<file path="src/rtl/swim_cmd_ctrl_if.sv">
// rtl/swim_cmd_ctrl_if.sv - host byte stream, status stream and SWIM engine handshake bundle
interface swim_cmd_ctrl_if;
    logic [7:0] cmd_data;
    logic       cmd_valid;
    logic       cmd_ready;
    logic [7:0] rsp_data;
    logic       rsp_valid;
    logic       rsp_ready;
    logic       swim_low;
    logic       entry_start;
    logic       entry_done;
    logic       tx_start;
    logic [7:0] tx_byte;
    logic       tx_done;
    logic       tx_nack;
    logic       busy;

    // Controller side
    modport master (
        input  cmd_data, cmd_valid, rsp_ready, entry_done, tx_done, tx_nack,
        output cmd_ready, rsp_data, rsp_valid, swim_low, entry_start,
               tx_start, tx_byte, busy
    );

    // Host / line-engine side
    modport slave (
        output cmd_data, cmd_valid, rsp_ready, entry_done, tx_done, tx_nack,
        input  cmd_ready, rsp_data, rsp_valid, swim_low, entry_start,
               tx_start, tx_byte, busy
    );
endinterface

</file>
<file path="src/rtl/swim_cmd_ctrl.sv">
// rtl/swim_cmd_ctrl.sv - SWIM command sequencer: parses host bytes, drives entry/tx engines, returns status
module swim_cmd_ctrl #(
    parameter int LOW_CYC     = 9600,
    parameter int TIMEOUT_CYC = 480000,
    parameter int TW          = 20
) (
    input  logic          clk,
    input  logic          reset,
    swim_cmd_ctrl_if.master bus
);

    typedef enum logic [2:0] {
        S_IDLE,
        S_GET_LEN,
        S_GET_DATA,
        S_LINE_LOW,
        S_ENTRY_WAIT,
        S_TX_WAIT,
        S_RSP
    } state_t;

    localparam logic [TW-1:0] LOW_LAST     = TW'(LOW_CYC - 1);
    localparam logic [TW-1:0] TIMEOUT_LAST = TW'(TIMEOUT_CYC - 1);

    localparam logic [7:0] CMD_ENTRY = 8'h01;
    localparam logic [7:0] CMD_WRITE = 8'h02;
    localparam logic [7:0] CMD_PING  = 8'h03;

    localparam logic [7:0] RSP_ENTRY_OK = 8'h81;
    localparam logic [7:0] RSP_WRITE_OK = 8'h82;
    localparam logic [7:0] RSP_PING_OK  = 8'h83;
    localparam logic [7:0] RSP_TIMEOUT  = 8'hE0;
    localparam logic [7:0] RSP_BAD_LEN  = 8'hE2;
    localparam logic [7:0] RSP_NACK     = 8'hE3;
    localparam logic [7:0] RSP_BAD_CMD  = 8'hEF;

    state_t         state;
    logic [TW-1:0]  cnt;
    logic [7:0]     remain;
    logic           cmd_ready_q;
    logic [7:0]     rsp_data_q;
    logic           rsp_valid_q;
    logic           swim_low_q;
    logic           entry_start_q;
    logic           tx_start_q;
    logic [7:0]     tx_byte_q;
    logic           busy_q;

    logic accept;
    logic timed_out;

    assign accept    = bus.cmd_valid && cmd_ready_q;
    assign timed_out = (cnt == TIMEOUT_LAST);

    assign bus.cmd_ready   = cmd_ready_q;
    assign bus.rsp_data    = rsp_data_q;
    assign bus.rsp_valid   = rsp_valid_q;
    assign bus.swim_low    = swim_low_q;
    assign bus.entry_start = entry_start_q;
    assign bus.tx_start    = tx_start_q;
    assign bus.tx_byte     = tx_byte_q;
    assign bus.busy        = busy_q;

    // Command sequencer: every output is a register updated alongside the state
    always_ff @(posedge clk) begin
        if (reset) begin
            state         <= S_IDLE;
            cnt           <= '0;
            remain        <= '0;
            cmd_ready_q   <= 1'b0;
            rsp_data_q    <= '0;
            rsp_valid_q   <= 1'b0;
            swim_low_q    <= 1'b0;
            entry_start_q <= 1'b0;
            tx_start_q    <= 1'b0;
            tx_byte_q     <= '0;
            busy_q        <= 1'b0;
        end else begin
            // Start strobes are single-cycle; the shared counter free-runs and saturates
            entry_start_q <= 1'b0;
            tx_start_q    <= 1'b0;
            if (!timed_out) begin
                cnt <= cnt + TW'(1);
            end

            case (state)
                S_IDLE: begin
                    cmd_ready_q <= 1'b1;
                    if (accept) begin
                        busy_q      <= 1'b1;
                        cmd_ready_q <= 1'b0;
                        case (bus.cmd_data)
                            CMD_ENTRY: begin
                                state      <= S_LINE_LOW;
                                cnt        <= '0;
                                swim_low_q <= 1'b1;
                            end
                            CMD_WRITE: begin
                                state       <= S_GET_LEN;
                                cmd_ready_q <= 1'b1;
                            end
                            CMD_PING: begin
                                state       <= S_RSP;
                                rsp_valid_q <= 1'b1;
                                rsp_data_q  <= RSP_PING_OK;
                            end
                            default: begin
                                state       <= S_RSP;
                                rsp_valid_q <= 1'b1;
                                rsp_data_q  <= RSP_BAD_CMD;
                            end
                        endcase
                    end
                end

                S_GET_LEN: begin
                    if (accept) begin
                        if (bus.cmd_data == 8'd0) begin
                            state       <= S_RSP;
                            cmd_ready_q <= 1'b0;
                            rsp_valid_q <= 1'b1;
                            rsp_data_q  <= RSP_BAD_LEN;
                        end else begin
                            remain <= bus.cmd_data;
                            state  <= S_GET_DATA;
                        end
                    end
                end

                S_GET_DATA: begin
                    if (accept) begin
                        tx_byte_q   <= bus.cmd_data;
                        tx_start_q  <= 1'b1;
                        cnt         <= '0;
                        cmd_ready_q <= 1'b0;
                        state       <= S_TX_WAIT;
                    end
                end

                S_LINE_LOW: begin
                    if (cnt == LOW_LAST) begin
                        swim_low_q    <= 1'b0;
                        entry_start_q <= 1'b1;
                        cnt           <= '0;
                        state         <= S_ENTRY_WAIT;
                    end
                end

                S_ENTRY_WAIT: begin
                    // A done arriving on the timeout cycle still counts as success
                    if (bus.entry_done) begin
                        state       <= S_RSP;
                        rsp_valid_q <= 1'b1;
                        rsp_data_q  <= RSP_ENTRY_OK;
                    end else if (timed_out) begin
                        state       <= S_RSP;
                        rsp_valid_q <= 1'b1;
                        rsp_data_q  <= RSP_TIMEOUT;
                    end
                end

                S_TX_WAIT: begin
                    if (bus.tx_done) begin
                        if (bus.tx_nack) begin
                            // Leftover operands stay in the host stream and are parsed as commands
                            state       <= S_RSP;
                            rsp_valid_q <= 1'b1;
                            rsp_data_q  <= RSP_NACK;
                        end else if (remain == 8'd1) begin
                            state       <= S_RSP;
                            rsp_valid_q <= 1'b1;
                            rsp_data_q  <= RSP_WRITE_OK;
                        end else begin
                            remain      <= remain - 8'd1;
                            cmd_ready_q <= 1'b1;
                            state       <= S_GET_DATA;
                        end
                    end else if (timed_out) begin
                        state       <= S_RSP;
                        rsp_valid_q <= 1'b1;
                        rsp_data_q  <= RSP_TIMEOUT;
                    end
                end

                S_RSP: begin
                    // cmd_ready stays low here, guaranteeing an idle cycle before the next accept
                    if (bus.rsp_ready) begin
                        rsp_valid_q <= 1'b0;
                        busy_q      <= 1'b0;
                        state       <= S_IDLE;
                    end
                end

                default: begin
                    state <= S_IDLE;
                end
            endcase
        end
    end

endmodule

</file>
<file path="src/flat_wrapper.sv">
// flat-port wrapper written by rule: the top's interface ports become plain ports
module swim_cmd_ctrl_flat 
#(
    parameter int LOW_CYC     = 9600,
    parameter int TIMEOUT_CYC = 480000,
    parameter int TW          = 20
)
  (clk, reset, bus_cmd_data, bus_cmd_valid, bus_rsp_ready, bus_entry_done, bus_tx_done, bus_tx_nack, bus_cmd_ready, bus_rsp_data, bus_rsp_valid, bus_swim_low, bus_entry_start, bus_tx_start, bus_tx_byte, bus_busy);
  swim_cmd_ctrl_if bus_i ();
  input  logic clk;
  input  logic reset;
  input wire logic [$bits(bus_i.cmd_data)-1:0] bus_cmd_data;
  input wire logic [$bits(bus_i.cmd_valid)-1:0] bus_cmd_valid;
  input wire logic [$bits(bus_i.rsp_ready)-1:0] bus_rsp_ready;
  input wire logic [$bits(bus_i.entry_done)-1:0] bus_entry_done;
  input wire logic [$bits(bus_i.tx_done)-1:0] bus_tx_done;
  input wire logic [$bits(bus_i.tx_nack)-1:0] bus_tx_nack;
  output wire logic [$bits(bus_i.cmd_ready)-1:0] bus_cmd_ready;
  output wire logic [$bits(bus_i.rsp_data)-1:0] bus_rsp_data;
  output wire logic [$bits(bus_i.rsp_valid)-1:0] bus_rsp_valid;
  output wire logic [$bits(bus_i.swim_low)-1:0] bus_swim_low;
  output wire logic [$bits(bus_i.entry_start)-1:0] bus_entry_start;
  output wire logic [$bits(bus_i.tx_start)-1:0] bus_tx_start;
  output wire logic [$bits(bus_i.tx_byte)-1:0] bus_tx_byte;
  output wire logic [$bits(bus_i.busy)-1:0] bus_busy;
  assign bus_i.cmd_data = bus_cmd_data;
  assign bus_i.cmd_valid = bus_cmd_valid;
  assign bus_i.rsp_ready = bus_rsp_ready;
  assign bus_i.entry_done = bus_entry_done;
  assign bus_i.tx_done = bus_tx_done;
  assign bus_i.tx_nack = bus_tx_nack;
  assign bus_cmd_ready = bus_i.cmd_ready;
  assign bus_rsp_data = bus_i.rsp_data;
  assign bus_rsp_valid = bus_i.rsp_valid;
  assign bus_swim_low = bus_i.swim_low;
  assign bus_entry_start = bus_i.entry_start;
  assign bus_tx_start = bus_i.tx_start;
  assign bus_tx_byte = bus_i.tx_byte;
  assign bus_busy = bus_i.busy;
  swim_cmd_ctrl #(.LOW_CYC(LOW_CYC), .TIMEOUT_CYC(TIMEOUT_CYC), .TW(TW)) u_core (.clk(clk), .reset(reset), .bus(bus_i));
endmodule
</file>
<file path="config.mk">
export PLATFORM = sky130hd
export DESIGN_NAME = swim_cmd_ctrl_flat
export DESIGN_NICKNAME = d
export VERILOG_FILES = /design/src/rtl/swim_cmd_ctrl_if.sv /design/src/rtl/swim_cmd_ctrl.sv /design/src/flat_wrapper.sv
export SDC_FILE = /design/constraint.sdc
export NUM_CORES = 1
export LEC_CHECK = 0
export CORE_MARGIN = 2
export CORE_UTILIZATION = 55
export CTS_CLUSTER_SIZE = 28
export DETAILED_ROUTE_END_ITERATION = 8
export PLACE_DENSITY = 0.88
export SETUP_SLACK_MARGIN = 0.05
export SLEW_MARGIN = 30
export SYNTH_ARGS = -nofsm -noshare
export SYNTH_HDL_FRONTEND = slang
export SYNTH_SLANG_ARGS = --single-unit
</file>
<file path="constraint.sdc">
create_clock -name clk -period 2.3 [get_ports clk]
set_input_delay 0.46 -clock clk [delete_from_list [all_inputs] [get_ports clk]]
set_output_delay 0.46 -clock clk [all_outputs]
set_load 0.02 [all_outputs]
</file>
# == After elaboration in Yosys (flattened, before gate mapping) ==
# Index checks and enable logic that the tools add are counted.
# word_totals
register_bits,53
in_bits,15
wordCells,123
# classes
eq_ne,25
bitwise,2
n_addsub,2
reduce_logical,20
mux,63
# op_table
cell,n
$mux W8,13
$mux W20,5
$pmux W20 S3,1
$mux W3,11
$pmux W8 S2,2
$pmux W8 S4,1
$mux W1,24
$pmux W3 S7,1
$add A20 B1 Y20 const B,1
$eq A20 B14 Y1 const B,1
$eq A20 B19 Y1 const B,1
$eq A8 B1 Y1 const B,2
$eq A8 B2 Y1 const B,2
$ne A2 B2 Y1 const B,7
$reduce_and A7 Y1,2
$reduce_and A6 Y1,2
$ne A2 B1 Y1 const B,5
$eq A3 B3 Y1 const B,3
$logic_not A8 Y1,1
$reduce_bool A4 Y1,2
$sub A8 B1 Y8 const B,1
$eq A3 B2 Y1 const B,2
$pmux W3 S2,1
$reduce_bool A2 Y1,3
other kinds (14),18

# == Logic depth before layout (Yosys ltp) ==
# Gate-level depths: netlist of the first run.
# logic_depth
word_depth,5
ltp_mapped,7

# == Worst setup path after synthesis of the first run ==
# No wires, ideal clock.
# synth_timing
kind,register to register
from,register u_core.cnt[16]
to,register u_core.cnt[18]
slack_ns,0.174
arrival_ns,2.004
path_stages_with_launch,7
n_path_buf,1
path_cell_list,dfxtp_1 -> or4_1 -> or4_4 -> o22a_1 -> o31ai_4 -> buf_6 -> a211oi_1
# synth_via
elab_chain_len,5
word_cells_on_any_way,9
classes_between,add/sub: 1; eq/ne: 2; mux: 6
# synth_lines
element,line_no,rtl
from (decl),swim_cmd_ctrl.sv:38,logic [TW-1:0] cnt;
from (signal assigned),swim_cmd_ctrl.sv:83,cnt <= cnt + TW'(1);
$add A20 B1 Y20 / $eq A20 B19 Y1 (equally long branches),"swim_cmd_ctrl.sv:83, swim_cmd_ctrl.sv:53",
$mux W20,swim_cmd_ctrl.sv:82,if (!timed_out) begin
$mux W20,swim_cmd_ctrl.sv:92,case (bus.cmd_data)
$mux W20,swim_cmd_ctrl.sv:89,if (accept) begin
$pmux W20 S3 (*),swim_cmd_ctrl.sv:86,case (state)
# Mark *: on every way between the ends. The rest lies on a longest branch, timed or not.
# A chain may end at the register's enable or synchronous reset.

# == Worst setup path in the final report of the first run ==
# layout_timing
from,register u_core.cnt[7]
to,register u_core.cnt[11]
# Same word-level chain as after synthesis.

==> reports/qor.csv, run 1 <==
stage,metric,value,unit
global_routing,gr-total-overflow,0,
floorplanning,std_cell_rows,26,
synth,synthArstFlopShare,0,%
global_routing,grt_pass1_wl,13400,µm
route,vias,3070,
floorplanning,core,5140,µm²
route,drtPass1Iterations,5,
sta,max_freq,432,MHz
placed_design,place.gp.congestion,0.980,
floorplanning,die_x,77.1,µm
pwr,p_int,1.88,mW
route,wl_per_cell,16.4,µm
sta,drv_slew,0,
clock_network,htreeDepth,2,
clock_network,clock_latency,0.31,ns
sta,worst_pin_slew,0.507,ns
pwr,power_frac_seq,39.2,%
status,status,finished with violations,
synth,ys.flop_type,dfxtp_1,
sta,setup-tns-final,-0.0799,ns
placed_design,placed_cell_area,3650,µm²
finish,register_area,1070,µm²
pwr,comb_power_share,37.4,%
pwr,net-switching-power,990,µW
worst_setup_path,worstPathArrival,2.51,ns
status,violations,negative setup slack,
sta,period_needed,2.32,ns
worst_setup_path,crit_fanout,10,
worst_setup_path,critPathSlowestCell,or4_4,
worst_setup_path,ff2ff_setup_slack,-0.02,ns
clock_network,cts_buffers,5,
sta,slew_headroom,65.9,%
synth,synth_edf_count,0,
flow_run,drv_cap,0,
sta,clock_skew,0.0168,ns
global_routing,antenna_found_initial,0,
worst_setup_path,cpPeakStageDelay,0.57,ns
finish,num-fill-cells,342,
synth,synth.net_count,377,
finish,final_cell_area,3870,µm²
worst_setup_path,path_delay_family,simple AND/OR/NAND/NOR gates,
pwr,p_leak,1.36,nW
pwr,p_per_area,741,nW/µm²
pwr,clkPwrFrac,23.4,%
worst_setup_path,crit_chain,or4_1 > or4_4 > o22a_1 > o31ai_4 > buf_4 > buf_12 > nor2_1,
placed_design,portBuffers,36,
floorplanning,io_pins,37,
sta,hold_viol,0,
pwr,switching_share,34.5,%
route,avgViaCountPerCell,6.08,
synth,synth_warnings,0,
synth,synth_area_leaders,"dfxtp_1 (36%), nor2_1 (5.6%), nand2_1 (4.2%), a21oi_1 (4.1%), mux2i_1 (3.4%)",
finish,layout.cells.non_filler,505,
synth,synth_top_area_share,36.1,%
synth,syn_avg_cell_area,8.19,µm²
worst_setup_path,critical_path_class,reg -> reg,
synth,syn_inst,359,
clock_network,hold_buffers,0,
worst_setup_path,end_kind,flop,
clock_network,path_clk_slew,0.10,ns
route,drtIter0Drc,266,
finish,layout-drive-gt1-share,20.2,%
synth,ys_ff_latch,53,
pwr,vdd.ir_drop.worst,747,µV
clock_network,cts_tree,built,
finish,diodes,0,
route,ant_nets,0,
worst_setup_path,critPathBufInv,2,
clock_network,clockBufferDepth,2,
clock_network,root_buffer,clkbuf_8,
global_routing,grt_usage,27.7,%
floorplanning,die_area,5940,µm²
global_routing,grt_max_degree,31,
global_routing,grt_pass1_vias,2896,
finish,mostFrequentLayoutCells,"buf_4 (49), dfxtp_1 (49), nor2_1 (41)",
placed_design,hpwl,5910,µm
finish,num-nets-final,452,
worst_hold_path,hold_path.class,reg -> reg,
synth,yosysTopAreaCell,dfxtp_1,
worst_setup_path,worstPathRequired,2.50,ns
finish,multiInputGateArea,1810,µm²
floorplanning,initial_core_util,57.2,%
route,routed_wirelength,8280,µm
sta,setup_ws,-0.0165,ns
route,drc,0,
synth,syn-cell-area,2940,µm²
placed_design,place_inst,491,
clock_network,clock_sinks,53,
sta,setup_violations,8,
placed_design,place_ws,-0.133,ns
worst_setup_path,start_kind,flop,
floorplanning,die_h,77.1,µm
finish,syn_to_final_growth,31.8,%
synth,ys_seq_area_share,36.1,%
synth,netlist-cell-type-count,59,
sta,rsz0062_at_grt,yes,
sta,fin_crit_sh,101,%
finish,post-route-util,75.4,%
## registers in the layout, indices dropped and copies added, names as in the netlist
signal	flops
u_core.state	3
u_core.cnt	20
u_core.bus.tx_start	1
u_core.bus.entry_start	1
u_core.bus.rsp_data	8
u_core.bus.cmd_ready	1
u_core.bus.busy	1
u_core.bus.swim_low	1
u_core.remain	8
u_core.bus.rsp_valid	1
u_core.bus.tx_byte	8
## worst min-delay path, cell delays in order, from the launching register on
cell and delay (ns):
dfxtp_1 0.33, nand2_1 0.05, o21ai_0 0.06
## layout make-up
type | instances | share of cell area (%)
clock buffers | 7 | 2.23
clock inverters | 1 | 0.775
inverters | 10 | 0.969
multi-input cells | 277 | 46.6
flip-flops and latches | 53 | 27.6
well taps | 70 | 2.26
repair buffers | 87 | 19.6
## final timing paths
path                                                           from                                  end  cells past startpoint
worst max-delay path                       u_core.cnt[7]$_SDFF_PP0_            u_core.cnt[11]$_SDFF_PP0_                      7
worst min-delay path            u_core.bus.rsp_data[2]$_SDFFE_PP0P_  u_core.bus.rsp_data[2]$_SDFFE_PP0P_                      2
worst max register to register             u_core.cnt[7]$_SDFF_PP0_            u_core.cnt[11]$_SDFF_PP0_                      7
worst min register to register  u_core.bus.rsp_data[2]$_SDFFE_PP0P_  u_core.bus.rsp_data[2]$_SDFFE_PP0P_                      2
## power groups by stage
stage,registers [mW],logic [mW],clock network (mW)
after CTS,1.12,1.03,0.669
after floorplan,1.23,0.503,0
after global placement,1.13,0.989,0
after detailed placement,1.14,1.01,0
after global routing,1.14,1.15,0.705
final,1.13,1.07,0.671
## Yosys cell counts, types with 3 or more instances
master    count
a211oi_1      4
a21o_1        4
a21oi_1      24
a31o_2        3
a31oi_1       8
and2_1        6
clkbuf_1     13
dfxtp_1      53
ha_1          3
inv_1        10
mux2i_1      10
nand2_1      33
nand2b_1      5
nand3_1      15
nand3b_1      4
nand4_1       7
nor2_1       44
nor2b_1       4
nor3_1       11
nor3b_1       4
nor4_1        7
o21ai_0      16
o221a_2       3
or3_1         5
xnor2_1       7
xor2_1        9
## cell families after synthesis
group,after synthesis,synth area share (%)
muxes,10,3.41
and+or+nand+nor,162,29.1
buffers and inverters,29,4.30
DFF,53,36.1
adders and majority gates,3,1.28
xor gates and xnor gates,16,4.77
AOI/OAI and AO/OA,86,21.1
## per-layer routing
metal | GRT usage (%) | share of wire (%) | up-vias
met2 | 47.3 | 48 | 187
met5 | 0 | 0 | -
li1 | - | - | 1455
met4 | 7.32 | 1.6 | 0
met3 | 5.53 | 7.8 | 18
met1 | 35.6 | 43 | 1410
## repair_timing
action,CTS,global route
gates cloned,1,0
setup buffers,2,4
resized for setup,3,14
endpoints found under the hold margin,0,0
pin swaps,2,3
setup endpoints to repair,20,25
## metrics by stage
stage / power (mW) / hold slack (ns)
after floorplan: 1.73 / 0.446
after global routing: 2.99 / 0.500
after global placement: 2.12 / 0.455
final: 2.87 / 0.475
after detailed placement: 2.14 / 0.459
after CTS: 2.82 / 0.471
Note: power is estimated with default switching activity, not from simulation.
==> run 2, diff against run 1 <==
--- a/config.mk
+++ b/config.mk
@@ -6,10 +6,11 @@
 export NUM_CORES = 1
 export LEC_CHECK = 0
 export CORE_MARGIN = 2
-export CORE_UTILIZATION = 55
+export CORE_UTILIZATION = 60
 export CTS_CLUSTER_SIZE = 28
 export DETAILED_ROUTE_END_ITERATION = 8
-export PLACE_DENSITY = 0.88
+export HOLD_SLACK_MARGIN = 0.06
+export PLACE_DENSITY = 0.94
 export SETUP_SLACK_MARGIN = 0.05
 export SLEW_MARGIN = 30
 export SYNTH_ARGS = -nofsm -noshare
==> constraint.sdc (replaced) <==
create_clock -name clk -period 2.8 [get_ports clk]
set_input_delay 0.56 -clock clk [delete_from_list [all_inputs] [get_ports clk]]
set_output_delay 0.56 -clock clk [all_outputs]
set_load 0.02 [all_outputs]
==> run 2 against run 1 <==
Compared with the run above: cell count down 8.1%; the run now ends clean; core utilization down 1.7 points; sequential share of layout area up 2.9 points; register-to-register slack better by 0.45 ns; non-clock buffer count down 37; flip-flop and latch count unchanged; clock power down 36%.
==> reports/qor.csv, run 2 (synthesis results as in run 1) <==
stage,metric,value,unit
floorplanning,die_area,5470,µm²
global_routing,grt_usage,27.4,%
global_routing,antenna_found_initial,0,
clock_network,clock_sinks,53,
clock_network,cts_buffers,5,
pwr,p_per_area,611,nW/µm²
worst_setup_path,worstPathRequired,3.01,ns
pwr,clkPwrFrac,20.1,%
sta,rsz0062_at_grt,no,
finish,num-fill-cells,329,
route,routed_wirelength,7330,µm
pwr,totalPowerFinal,2.13,mW
floorplanning,std_cell_rows,25,
pwr,vdd.ir_drop.worst,666,µV
route,drtPass1Iterations,5,
finish,mostFrequentLayoutCells,"dfxtp_1 (53), nor2_1 (44), clkdlybuf4s50_1 (36)",
clock_network,root_buffer,clkbuf_8,
clock_network,hold_buffers,0,
route,drtIter0Drc,206,
floorplanning,io_pins,37,
clock_network,htreeDepth,2,
finish,syn_to_final_growth,18.4,%
sta,slew_headroom,59.1,%
sta,setup_violations,0,
finish,largest_register,u_core.cnt,
sta,setup-tns-final,0,ns
floorplanning,die_x,74.0,µm
pwr,p_leak,1.16,nW
worst_setup_path,crit_fanout,5,
placed_design,portBuffers,36,
finish,num-nets-final,415,
route,wl_per_cell,15.8,µm
global_routing,grt_pass1_vias,2518,
finish,largest_reg_flops,20,
route,vias,2905,
sta,drv_slew,0,
finish,diodes,0,
global_routing,grt_max_degree,27,
flow_run,drv_cap,0,
floorplanning,die_h,74.0,µm
finish,layout-drive-gt1-share,9.82,%
sta,fin_crit_sh,88.5,%
status,status,finished clean,
worst_setup_path,end_kind,flop,
floorplanning,core,4720,µm²
pwr,net-switching-power,767,µW
global_routing,gr-total-overflow,0,
sta,whs,0.475,ns
floorplanning,initial_core_util,62.2,%
pwr,power_frac_seq,43.8,%
placed_design,hpwl,5370,µm
pwr,switching_share,36.1,%
clock_network,path_clk_slew,0.09,ns
clock_network,cts_tree,built,
finish,layout_commonest_cell,dfxtp_1,
global_routing,grt_pass1_wl,11800,µm
placed_design,place.gp.congestion,0.970,
sta,period_needed,2.48,ns
sta,hold_viol,0,
pwr,comb_power_share,36.2,%
pwr,p_int,1.36,mW
sta,max_freq,403,MHz
clock_network,ctsResizeCount,0,
route,avgViaCountPerCell,6.26,
worst_setup_path,start_kind,input port,
sta,clock_skew,0.00991,ns
clock_network,clockBufferDepth,2,
worst_hold_path,hold_path.class,reg -> reg,
worst_setup_path,critical_path_class,in -> reg,
clock_network,post-cts-setup-buffer-count,0,
clock_network,clock_latency,0.31,ns
route,drc,0,
sta,worst_pin_slew,0.608,ns
worst_setup_path,worstPathArrival,2.69,ns
route,ant_nets,0,
run 2: layout make-up:
type	count	area (µm²)	share of cell area (%)
well taps	67	83.8	2.41
inverters	10	37.5	1.08
flip-flops and latches	53	1060	30.5
repair buffers	50	465	13.4
clock inverters	1	8.76	0.252
clock buffers	6	72.6	2.08
multi-input cells	277	1750	50.3
run 2: routing by layer:
layer,share of wire [%],global-route usage [%],vias up
met4,2.2,11.7,0
met1,42,37.0,1332
met5,0,0,-
met2,46,41.8,166
met3,9.2,6.91,20
li1,-,-,1387
run 2: worst paths after layout:
path / from / end / slack [ns] / depth (start not counted)
worst min-delay path: u_core.cnt[1]$_SDFF_PP0_ / u_core.cnt[1]$_SDFF_PP0_ / 0.48 / 2
worst max-delay path: bus_cmd_data[6] / u_core.bus.rsp_data[0]$_SDFFE_PP0P_ / 0.32 / 6
worst max register to register: u_core.remain[2]$_SDFFE_PP0P_ / u_core.bus.rsp_data[6]$_SDFFE_PP0P_ / 0.43 / 5
worst min register to register: u_core.cnt[1]$_SDFF_PP0_ / u_core.cnt[1]$_SDFF_PP0_ / 0.48 / 2
run 2: power groups by stage:
stage / Clock, mW / Sequential (mW) / Combinational (mW)
after floorplan: 0 / 1.01 / 0.413
after global placement: 0 / 0.941 / 0.741
after detailed placement: 0 / 0.944 / 0.758
after CTS: 0.426 / 0.928 / 0.760
after global routing: 0.455 / 0.944 / 0.820
final: 0.427 / 0.931 / 0.770
run 2: metrics by stage:
stage          instances  util, %  cell area (µm²)  setup slack [ns]
2_1_floorplan        359        -             2940             0.674
3_3_place_gp         457     72.0             3400             0.304
3_5_place_dp         457     72.0             3400             0.110
4_1_cts              464     73.7             3480             0.438
5_1_grt              464     73.7             3480             0.315
6_report             464     73.7             3480             0.321
run 2: worst max-delay path, cell delays in order:
cell and delay, ns:
clkdlybuf4s50_1 0.49, nor4_1 0.53, a21oi_1 0.25, a21oi_1 0.39
o211ai_1 0.17, a32o_1 0.28
==> run 3, diff against run 2 <==
--- a/config.mk
+++ b/config.mk
@@ -5,7 +5,6 @@
 export SDC_FILE = /design/constraint.sdc
 export NUM_CORES = 1
 export LEC_CHECK = 0
-export CORE_MARGIN = 2
 export CORE_UTILIZATION = 60
 export CTS_CLUSTER_SIZE = 28
 export DETAILED_ROUTE_END_ITERATION = 8
==> run 3 against run 2 <==
Compared with the run above: cell count rose by 0.43%; flip-flop and latch count did not move; setup slack improved by 0.010 ns; non-clock buffer count rose by 1; total power rose by 1.6%; final area rose by 0.65%; maximum frequency rose by 0.41%; combinational power rose by 2%; die area fell by 5.3%; clock power barely moved; register-to-register slack got worse by 0.04 ns; critical endpoint unchanged; largest power group unchanged.
==> reports/qor.csv, run 3 (synthesis results as in run 1) <==
stage,metric,value,unit
pwr,switching_share,36.6,%
clock_network,cts_buffers,5,
global_routing,grt_usage,31.1,%
finish,post-route-util,74.2,%
pwr,p_leak,1.16,nW
clock_network,clock_sinks,53,
finish,largest_reg_flops,20,
worst_setup_path,worstPathRequired,3.01,ns
floorplanning,io_pins,37,
worst_hold_path,hold_path.class,reg -> reg,
route,drtIter0Drc,269,
placed_design,hpwl,5450,µm
worst_setup_path,end_kind,flop,
pwr,clkPwrFrac,19.9,%
worst_setup_path,r2r_start,u_core.cnt[8]$_SDFF_PP0_,
floorplanning,die_area,5180,µm²
clock_network,cts_tree,built,
worst_setup_path,ff2ff_path_depth,5,
route,drtPass1Iterations,6,
route,avgViaCountPerCell,6.33,
pwr,p_int,1.37,mW
route,drc,0,
sta,worst_pin_slew,0.582,ns
sta,rsz0062_at_grt,no,
clock_network,clock_latency,0.31,ns
sta,setup-tns-final,0,ns
status,status,finished clean,
pwr,net-switching-power,791,µW
route,wl_per_cell,16.7,µm
finish,mostFrequentLayoutCells,"dfxtp_1 (53), nor2_1 (44), clkdlybuf4s50_1 (36)",
floorplanning,die_x,72.0,µm
sta,max_freq,405,MHz
sta,clock_skew,0.00609,ns
pwr,power_frac_seq,43.8,%
floorplanning,core,4720,µm²
global_routing,grt_pass1_wl,12900,µm
worst_setup_path,ff2ff_setup_slack,0.39,ns
placed_design,place_inst,458,
floorplanning,initial_core_util,62.2,%
clock_network,ctsResizeCount,0,
clock_network,post-cts-setup-buffer-count,0,
clock_network,clockBufferDepth,2,
worst_setup_path,reg2reg_to,u_core.bus.rsp_data[0]$_SDFFE_PP0P_,
route,ant_nets,0,
worst_hold_path,holdPathEnd,u_core.bus.rsp_data[2]$_SDFFE_PP0P_,
floorplanning,die_h,72.0,µm
clock_network,root_buffer,clkbuf_8,
sta,setup_violations,0,
route,routed_wirelength,7790,µm
pwr,comb_power_share,36.3,%
worst_setup_path,start_kind,input port,
clock_network,path_clk_slew,0.09,ns
clock_network,htreeDepth,2,
route,vias,2949,
finish,layout_commonest_cell,dfxtp_1,
global_routing,grt_max_degree,23,
pwr,p_per_area,617,nW/µm²
placed_design,place.gp.congestion,0.961,
finish,diodes,0,
sta,slew_headroom,60.9,%
finish,layout-drive-gt1-share,10.0,%
sta,drv_slew,0,
finish,syn_to_final_growth,19.2,%
finish,layout.cells.non_filler,466,
sta,fin_crit_sh,88.2,%
worst_setup_path,crit_fanout,5,
finish,largest_register,u_core.cnt,
flow_run,drv_cap,0,
sta,hold_viol,0,
clock_network,hold_buffers,0,
worst_setup_path,critical_path_class,in -> reg,
placed_design,portBuffers,36,
global_routing,gr-total-overflow,0,
sta,whs,0.475,ns
floorplanning,std_cell_rows,25,
global_routing,antenna_found_initial,0,
worst_hold_path,hold_depth,2,
worst_hold_path,holdCritStartpoint,u_core.bus.rsp_data[2]$_SDFFE_PP0P_,
pwr,vdd.ir_drop.worst,646,µV
worst_setup_path,worstPathArrival,2.68,ns
global_routing,grt_pass1_vias,2699,
finish,num-nets-final,416,
sta,period_needed,2.47,ns
## run 3: cell count changes in the layout (fill, tap and decap cells not counted), sizes merged
cell and delta:
clkinv -1, clkinvlp +1, clkbuf +1, buf +1
## run 3: worst max-delay path, stage by stage
cell and delay (ns):
clkdlybuf4s50_1 0.49, nor4_1 0.51, a21oi_1 0.22, a21oi_1 0.41
o211ai_1 0.19, a32o_1 0.29
## run 3: worst max-delay path by stage
stage | from | to | slack (ns) | cells after the start
2_1_floorplan | u_core.cnt[16]$_SDFF_PP0_ | u_core.cnt[18]$_SDFF_PP0_ | 0.67 | 6
3_3_place_gp | bus_cmd_data[6] | u_core.bus.rsp_data[0]$_SDFFE_PP0P_ | 0.29 | 6
3_5_place_dp | bus_cmd_data[6] | u_core.bus.rsp_data[0]$_SDFFE_PP0P_ | 0.15 | 6
4_1_cts | bus_cmd_data[6] | u_core.bus.rsp_data[0]$_SDFFE_PP0P_ | 0.40 | 6
5_1_grt | bus_cmd_data[6] | u_core.bus.rsp_data[3]$_SDFFE_PP0P_ | 0.21 | 6
6_report | bus_cmd_data[6] | u_core.bus.rsp_data[0]$_SDFFE_PP0P_ | 0.33 | 6
## run 3: per-layer routing
metal | up-vias | part of all wire (%) | global-route usage (%)
met5 | - | 0 | 0
met4 | 0 | 2.6 | 12.0
met3 | 31 | 8.1 | 7.08
met2 | 155 | 47 | 49.3
met1 | 1384 | 43 | 41.5
li1 | 1379 | - | -
## run 3: final cells by class
class | instances | area (µm²)
Multi-Input combinational cell | 277 | 1750
Inverter | 10 | 37.5
Timing Repair Buffer | 51 | 485
Clock inverter | 1 | 7.51
Fill cell | 331 | 1220
Sequential cell | 53 | 1060
Clock buffer | 7 | 76.3
Tap cell | 67 | 83.8
## run 3: power by group through the flow
stage | Clock (mW) | Combinational, mW | Sequential [mW]
after floorplan | 0 | 0.413 | 1.01
after global placement | 0 | 0.740 | 0.950
after detailed placement | 0 | 0.765 | 0.956
after CTS | 0.434 | 0.770 | 0.941
after global routing | 0.461 | 0.832 | 0.957
final | 0.429 | 0.784 | 0.947
## run 3: through the flow
stage	instance area, µm²	setup WS, ns	power [mW]
after floorplan	2940	0.674	1.42
after global placement	3420	0.291	1.69
after detailed placement	3420	0.154	1.72
after CTS	3500	0.400	2.15
after global routing	3500	0.207	2.25
final	3500	0.332	2.16
